--- config.mk ---
export PLATFORM = sky130hd
export DESIGN_NAME = alu_arbiter
export DESIGN_NICKNAME = d
export VERILOG_FILES = /design/src/rtl/alu_arbiter.sv
export SDC_FILE = /design/constraint.sdc
export NUM_CORES = 1
export LEC_CHECK = 0
export CORE_AREA = 2 2 164 166
export CTS_CLUSTER_SIZE = 8
export DETAILED_ROUTE_END_ITERATION = 7
export DIE_AREA = 0 0 166 168
export PLACE_DENSITY_LB_ADDON = 0.25
export SLEW_MARGIN = 20
export SYNTH_ARGS = -nofsm -noshare
export SYNTH_HDL_FRONTEND = slang
export SYNTH_SLANG_ARGS = --single-unit
--- constraint.sdc ---
create_clock -name clock -period 1.9 [get_ports clock]
set_input_delay 0.285 -clock clock [delete_from_list [all_inputs] [get_ports clock]]
set_output_delay 0.285 -clock clock [all_outputs]
set_load 0.05 [all_outputs]
--- src/rtl/alu_arbiter.sv ---
// Round-robin arbiter sharing one registered ALU among N_REQ requesters.
// One operation is in flight at a time; the result returns on a per-requester valid/ready handshake.
module alu_arbiter #(
    parameter int N_REQ       = 4,
    parameter int ALU_LATENCY = 1,
    parameter int OP_W        = 4
) (
    input  logic                           clock,
    input  logic                           reset,
    input  logic [N_REQ-1:0]               req_valid,
    input  logic [N_REQ-1:0][OP_W+63:0]    req_inst,
    output logic [N_REQ-1:0]               req_ready,
    output logic [OP_W+63:0]               alu_iw,
    input  logic [31:0]                    alu_result,
    output logic [N_REQ-1:0]               rsp_valid,
    output logic [31:0]                    rsp_result,
    input  logic [N_REQ-1:0]               rsp_ready,
    output logic                           busy
);

    localparam int PTR_W = $clog2(N_REQ);
    localparam int CNT_W = $clog2(ALU_LATENCY + 1);
    localparam int IW_W  = OP_W + 64;

    localparam logic [1:0] S_IDLE = 2'd0;
    localparam logic [1:0] S_WAIT = 2'd1;
    localparam logic [1:0] S_RESP = 2'd2;

    logic [1:0]       state_q, state_d;
    logic [PTR_W-1:0] ptr_q, ptr_d;
    logic [PTR_W-1:0] gnt_q, gnt_d;
    logic [CNT_W-1:0] cnt_q, cnt_d;
    logic [IW_W-1:0]  alu_iw_q, alu_iw_d;
    logic [31:0]      rsp_result_q, rsp_result_d;

    logic             found;
    logic [PTR_W-1:0] grant_idx;
    logic [PTR_W:0]   scan_sum;
    logic [PTR_W-1:0] scan_idx;

    // Scan upward from ptr, wrapping modulo N_REQ; the first valid index wins.
    always_comb begin
        found     = 1'b0;
        grant_idx = '0;
        scan_sum  = '0;
        scan_idx  = '0;
        for (int i = 0; i < N_REQ; i++) begin
            scan_sum = {1'b0, ptr_q} + (PTR_W+1)'(i);
            if (scan_sum >= (PTR_W+1)'(N_REQ)) begin
                scan_sum = scan_sum - (PTR_W+1)'(N_REQ);
            end
            scan_idx = scan_sum[PTR_W-1:0];
            if (!found && req_valid[scan_idx]) begin
                found     = 1'b1;
                grant_idx = scan_idx;
            end
        end
    end

    always_comb begin
        state_d      = state_q;
        ptr_d        = ptr_q;
        gnt_d        = gnt_q;
        cnt_d        = cnt_q;
        alu_iw_d     = alu_iw_q;
        rsp_result_d = rsp_result_q;
        case (state_q)
            S_IDLE: begin
                if (found) begin
                    alu_iw_d = req_inst[grant_idx];
                    gnt_d    = grant_idx;
                    cnt_d    = CNT_W'(ALU_LATENCY);
                    state_d  = S_WAIT;
                end
            end
            S_WAIT: begin
                if (cnt_q != '0) begin
                    cnt_d = cnt_q - CNT_W'(1);
                end else begin
                    rsp_result_d = alu_result;
                    state_d      = S_RESP;
                end
            end
            S_RESP: begin
                if (rsp_ready[gnt_q]) begin
                    state_d = S_IDLE;
                    ptr_d   = (gnt_q == PTR_W'(N_REQ - 1)) ? '0 : gnt_q + PTR_W'(1);
                end
            end
            default: state_d = S_IDLE;
        endcase
    end

    // Acceptance is suppressed while reset is high so no requester believes it was served.
    always_comb begin
        req_ready = '0;
        if (state_q == S_IDLE && found && !reset) begin
            req_ready[grant_idx] = 1'b1;
        end
    end

    always_comb begin
        rsp_valid = '0;
        if (state_q == S_RESP) begin
            rsp_valid[gnt_q] = 1'b1;
        end
    end

    always_ff @(posedge clock) begin
        if (reset) begin
            state_q      <= S_IDLE;
            ptr_q        <= '0;
            gnt_q        <= '0;
            cnt_q        <= '0;
            alu_iw_q     <= '0;
            rsp_result_q <= '0;
        end else begin
            state_q      <= state_d;
            ptr_q        <= ptr_d;
            gnt_q        <= gnt_d;
            cnt_q        <= cnt_d;
            alu_iw_q     <= alu_iw_d;
            rsp_result_q <= rsp_result_d;
        end
    end

    assign alu_iw     = alu_iw_q;
    assign rsp_result = rsp_result_q;
    assign busy       = (state_q != S_IDLE);

endmodule

==> results.py <==
metrics = {
    "final_layout": {
        "stdcell_count": 1673,
        "final_util_pct": 46.86,
        "final_layout_size_suffix_gt1_share_pct": 10.52,
        "syn2layout_area_growth_pct": 80.52,
        "fillers": 2585,
        "finalNetCount": 1644,
    },
    "synthesis": {
        "syn_avg_cell_area_sq_um": 7.292,
        "synth_edf_count": 0,
        "syn_nets": 1256,
        "ys_types": 38,
        "yosys_most_used_dff": "dfxtp_1",
        "syn_inst": 938,
        "yosysSeqAreaShare_pct": 31.32,
        "syn-cell-area_sq_um": 6840,
        "ys_ff_latch": 107,
        "yosysWarnings": 0,
        "async_flop_share_pct": 0,
    },
    "global_route": {
        "grt_pass1_vias": 8691,
        "grt_pass1_wl_mm": 49.89,
        "grt-ovfl-total": 0,
        "grt_max_degree": 43,
        "antenna_found_initial": 2,
        "track_usage_pct": 22.59,
    },
    "hold_path": {
        "min_path_type": "input pin to flip-flop",
        "holdPathStages": 2,
        "hold_path_end": "rsp_result[26]",
        "hold_path.startpoint": "reset",
    },
    "clock_tree": {
        "cts_max_level": 3,
        "cts_buffers": 9,
        "clk_pin_slew_ns": 0.09,
        "cts_tree": "built",
        "root_buffer": "clkbuf_16",
        "postCtsHoldBufs": 0,
        "cts_sinks": 107,
        "cts_buffer_depth": 2,
        "clk_latency_ns": 0.37,
    },
    "power_and_ir_drop": {
        "p_leak_nw": 4.668,
        "power_density_nw_per_um2": 718.6,
        "vdd_drop_max_mv": 0.6067,
    },
    "status": {
        "violations": "negative setup slack",
        "status": "finished, violations left",
    },
    "setup_path": {
        "crit-reg2reg-capture": "alu_iw[14]",
        "slowest_stage": "dfxtp_2",
        "cp_common_cell": "or2_4",
        "crit_fanout": 7,
        "crit_required_ns": 1.62,
        "endpoint_kind": "output pin",
        "crit_path_start_kind": "flip-flop",
        "worstPathArrival_ns": 1.70,
        "reg2reg_slack_ns": 0.10,
        "crit_path_cell_trace": "or2_4 -> or2_4 -> buf_4 -> nor3_4 -> buf_12",
        "critPathTopFamily": "simple AND/OR/NAND/NOR gates",
        "worst-path-buf-inv": 2,
        "reg2reg_depth": 7,
        "critPathKind": "flip-flop to output pin",
        "r2r-start": "state_q[0]",
        "max_stage_delay_ns": 0.33,
    },
    "floorplanning": {
        "die_area_sq_um": 27890,
        "die_w_um": 166,
        "fp.dieH_um": 168,
        "core_area_sq_um": 26350,
        "num_rows": 60,
        "initial_utilization_pct": 25.96,
        "ios": 423,
    },
    "routing": {
        "drc": 0,
        "firstDrtPassIters": 7,
        "first_iter_violations": 609,
        "postRouteWirelength_mm": 33.41,
        "vias": 8925,
        "viasPerCell": 5.335,
        "ant_nets": 0,
        "wl_per_cell_um": 19.97,
    },
    "placement": {
        "port_buffers": 422,
        "dpl.hpwl_mm": 24.25,
        "place.gp.congestion": 0.9191,
        "place_inst": 1647,
        "preCtsSetupSlack_ns": -0.2916,
    },
    "timing": {
        "layout_min_cycle_time_ns": 1.982,
        "fin_tns_setup_ns": -0.2226,
        "setup_ws_ns": -0.08234,
        "drv_slew": 0,
        "clock_skew_ns": 0.01900,
        "setup_viol": 4,
        "rsz0062_at_grt": "yes",
        "hold_viol": 0,
        "min_period_over_period_pct": 104.3,
        "relSlewSlack_pct": 61.25,
        "fmax_mhz": 504.5,
        "tightest_slew_ns": 0.5812,
    },
    "flow_run": {
        "maxCapViolCount": 0,
    },
}
-- per-layer routing --
| metal | part of all wire (%) | track usage, % | up-vias |
|---|---|---|---|
| li1 | - | - | 4260 |
| met1 | 42 | 27.75 | 4175 |
| met2 | 49 | 39.67 | 440 |
| met3 | 7.4 | 5.101 | 50 |
| met4 | 2.3 | 6.314 | 0 |
| met5 | 0 | 0 | - |
-- flip-flops by register name (all words and copies together) (netlist names) --
| register | flops |
|---|---|
| ptr_q | 2 |
| rsp_result | 32 |
| alu_iw | 68 |
| state_q | 2 |
| cnt_q | 1 |
| gnt_q | 2 |
-- metrics by stage --
| step | area (sq um) | hold slack [ns] | power, mW |
|---|---|---|---|
| floorplan | 6967 | 0.4210 | 4.958 |
| global placement | 11930 | 0.4407 | 6.857 |
| detailed placement | 11930 | 0.4460 | 6.880 |
| CTS | 12340 | 0.4279 | 8.960 |
| global route | 12350 | 0.4375 | 9.286 |
| finish | 12350 | 0.4099 | 8.873 |
-- area by class of cell --
class	count	area (sq um)	area share [%]
diodes	1	2.502	0.02027
clock buffers	9	225.2	1.824
clock inverters	7	67.56	0.5472
inverters	5	18.77	0.1520
multi-input cells	706	4288	34.72
flip-flops and latches	107	2150	17.41
well taps	341	426.7	3.455
repair buffers	497	5170	41.87
-- Yosys cell counts (6+ instances only) --
cell	count	area [sq um]
a21oi_1	40	200.2
nor2b_1	6	37.54
and3_1	68	425.4
buf_2	29	145.1
nand2_1	139	521.8
nand3_1	71	355.3
o21bai_1	68	510.5
a211oi_1	137	1028
dfxtp_1	107	2142
nor2_1	6	22.52
nor3_1	6	30.03
o21ai_0	70	350.3
a31oi_1	68	425.4
clkbuf_1	82	307.8
-- layout by cell type, fill, tap and decap left out, types with 2 or more instances in the layout --
cell             count
nor2b_2              2
dfxtp_2              3
clkdlybuf4s50_1    398
o21ai_0             70
inv_8                3
nand3_1             70
clkbuf_16            9
buf_4               60
a31oi_1             68
nand2b_1             3
ha_1                 4
a21oi_1             40
a211oi_1           135
nor2b_1              4
o21bai_1            68
or2_4                2
nand2_1            139
nor3_1               3
nor2_1               4
and3_1              68
nor3_4               4
buf_2                2
and2_1               4
inv_1                4
clkinv_4             2
buf_12              33
dfxtp_1            103
a211oi_2             2
-- logic make-up (layout without fill, tap and decap cells) --
group | count (synthesis) | after routing | share of synthesized area (%)
AOI/OAI and AO/OA | 392 | 392 | 37.97
adders and majority gates | 4 | 4 | 0.7317
buffers and inverters | 125 | 518 | 7.939
DFF | 107 | 107 | 31.32
muxes | 1 | 1 | 0.3292
other | 0 | 1 | 0
and+or+nand+nor | 309 | 309 | 21.71
-- power by group --
group          internal [mW]  switching, mW
combinational           1.82           2.37
clock                  0.932           1.04
sequential              2.54          0.168
-- worst max path at each step --
stage,from,endpoint,slack (ns),depth (start not counted)
after floorplan,ptr_q[1],req_ready[1],-0.04,7
after global placement,req_valid[0],alu_iw[67],-0.27,8
after detailed placement,req_valid[0],alu_iw[67],-0.29,8
after CTS,state_q[0],req_ready[2],-0.1,5
after global routing,state_q[0],req_ready[0],-0.14,5
final,state_q[0],req_ready[0],-0.08,5
-- timing repair --
action / 4_1_cts / 5_1_grt
setup buffers: 8 / 0
setup endpoints to repair: 4 / 7
cloned: 1 / 0
pin swaps: 4 / 2
resized for setup: 7 / 3
Power figures use the tool's default switching activity.
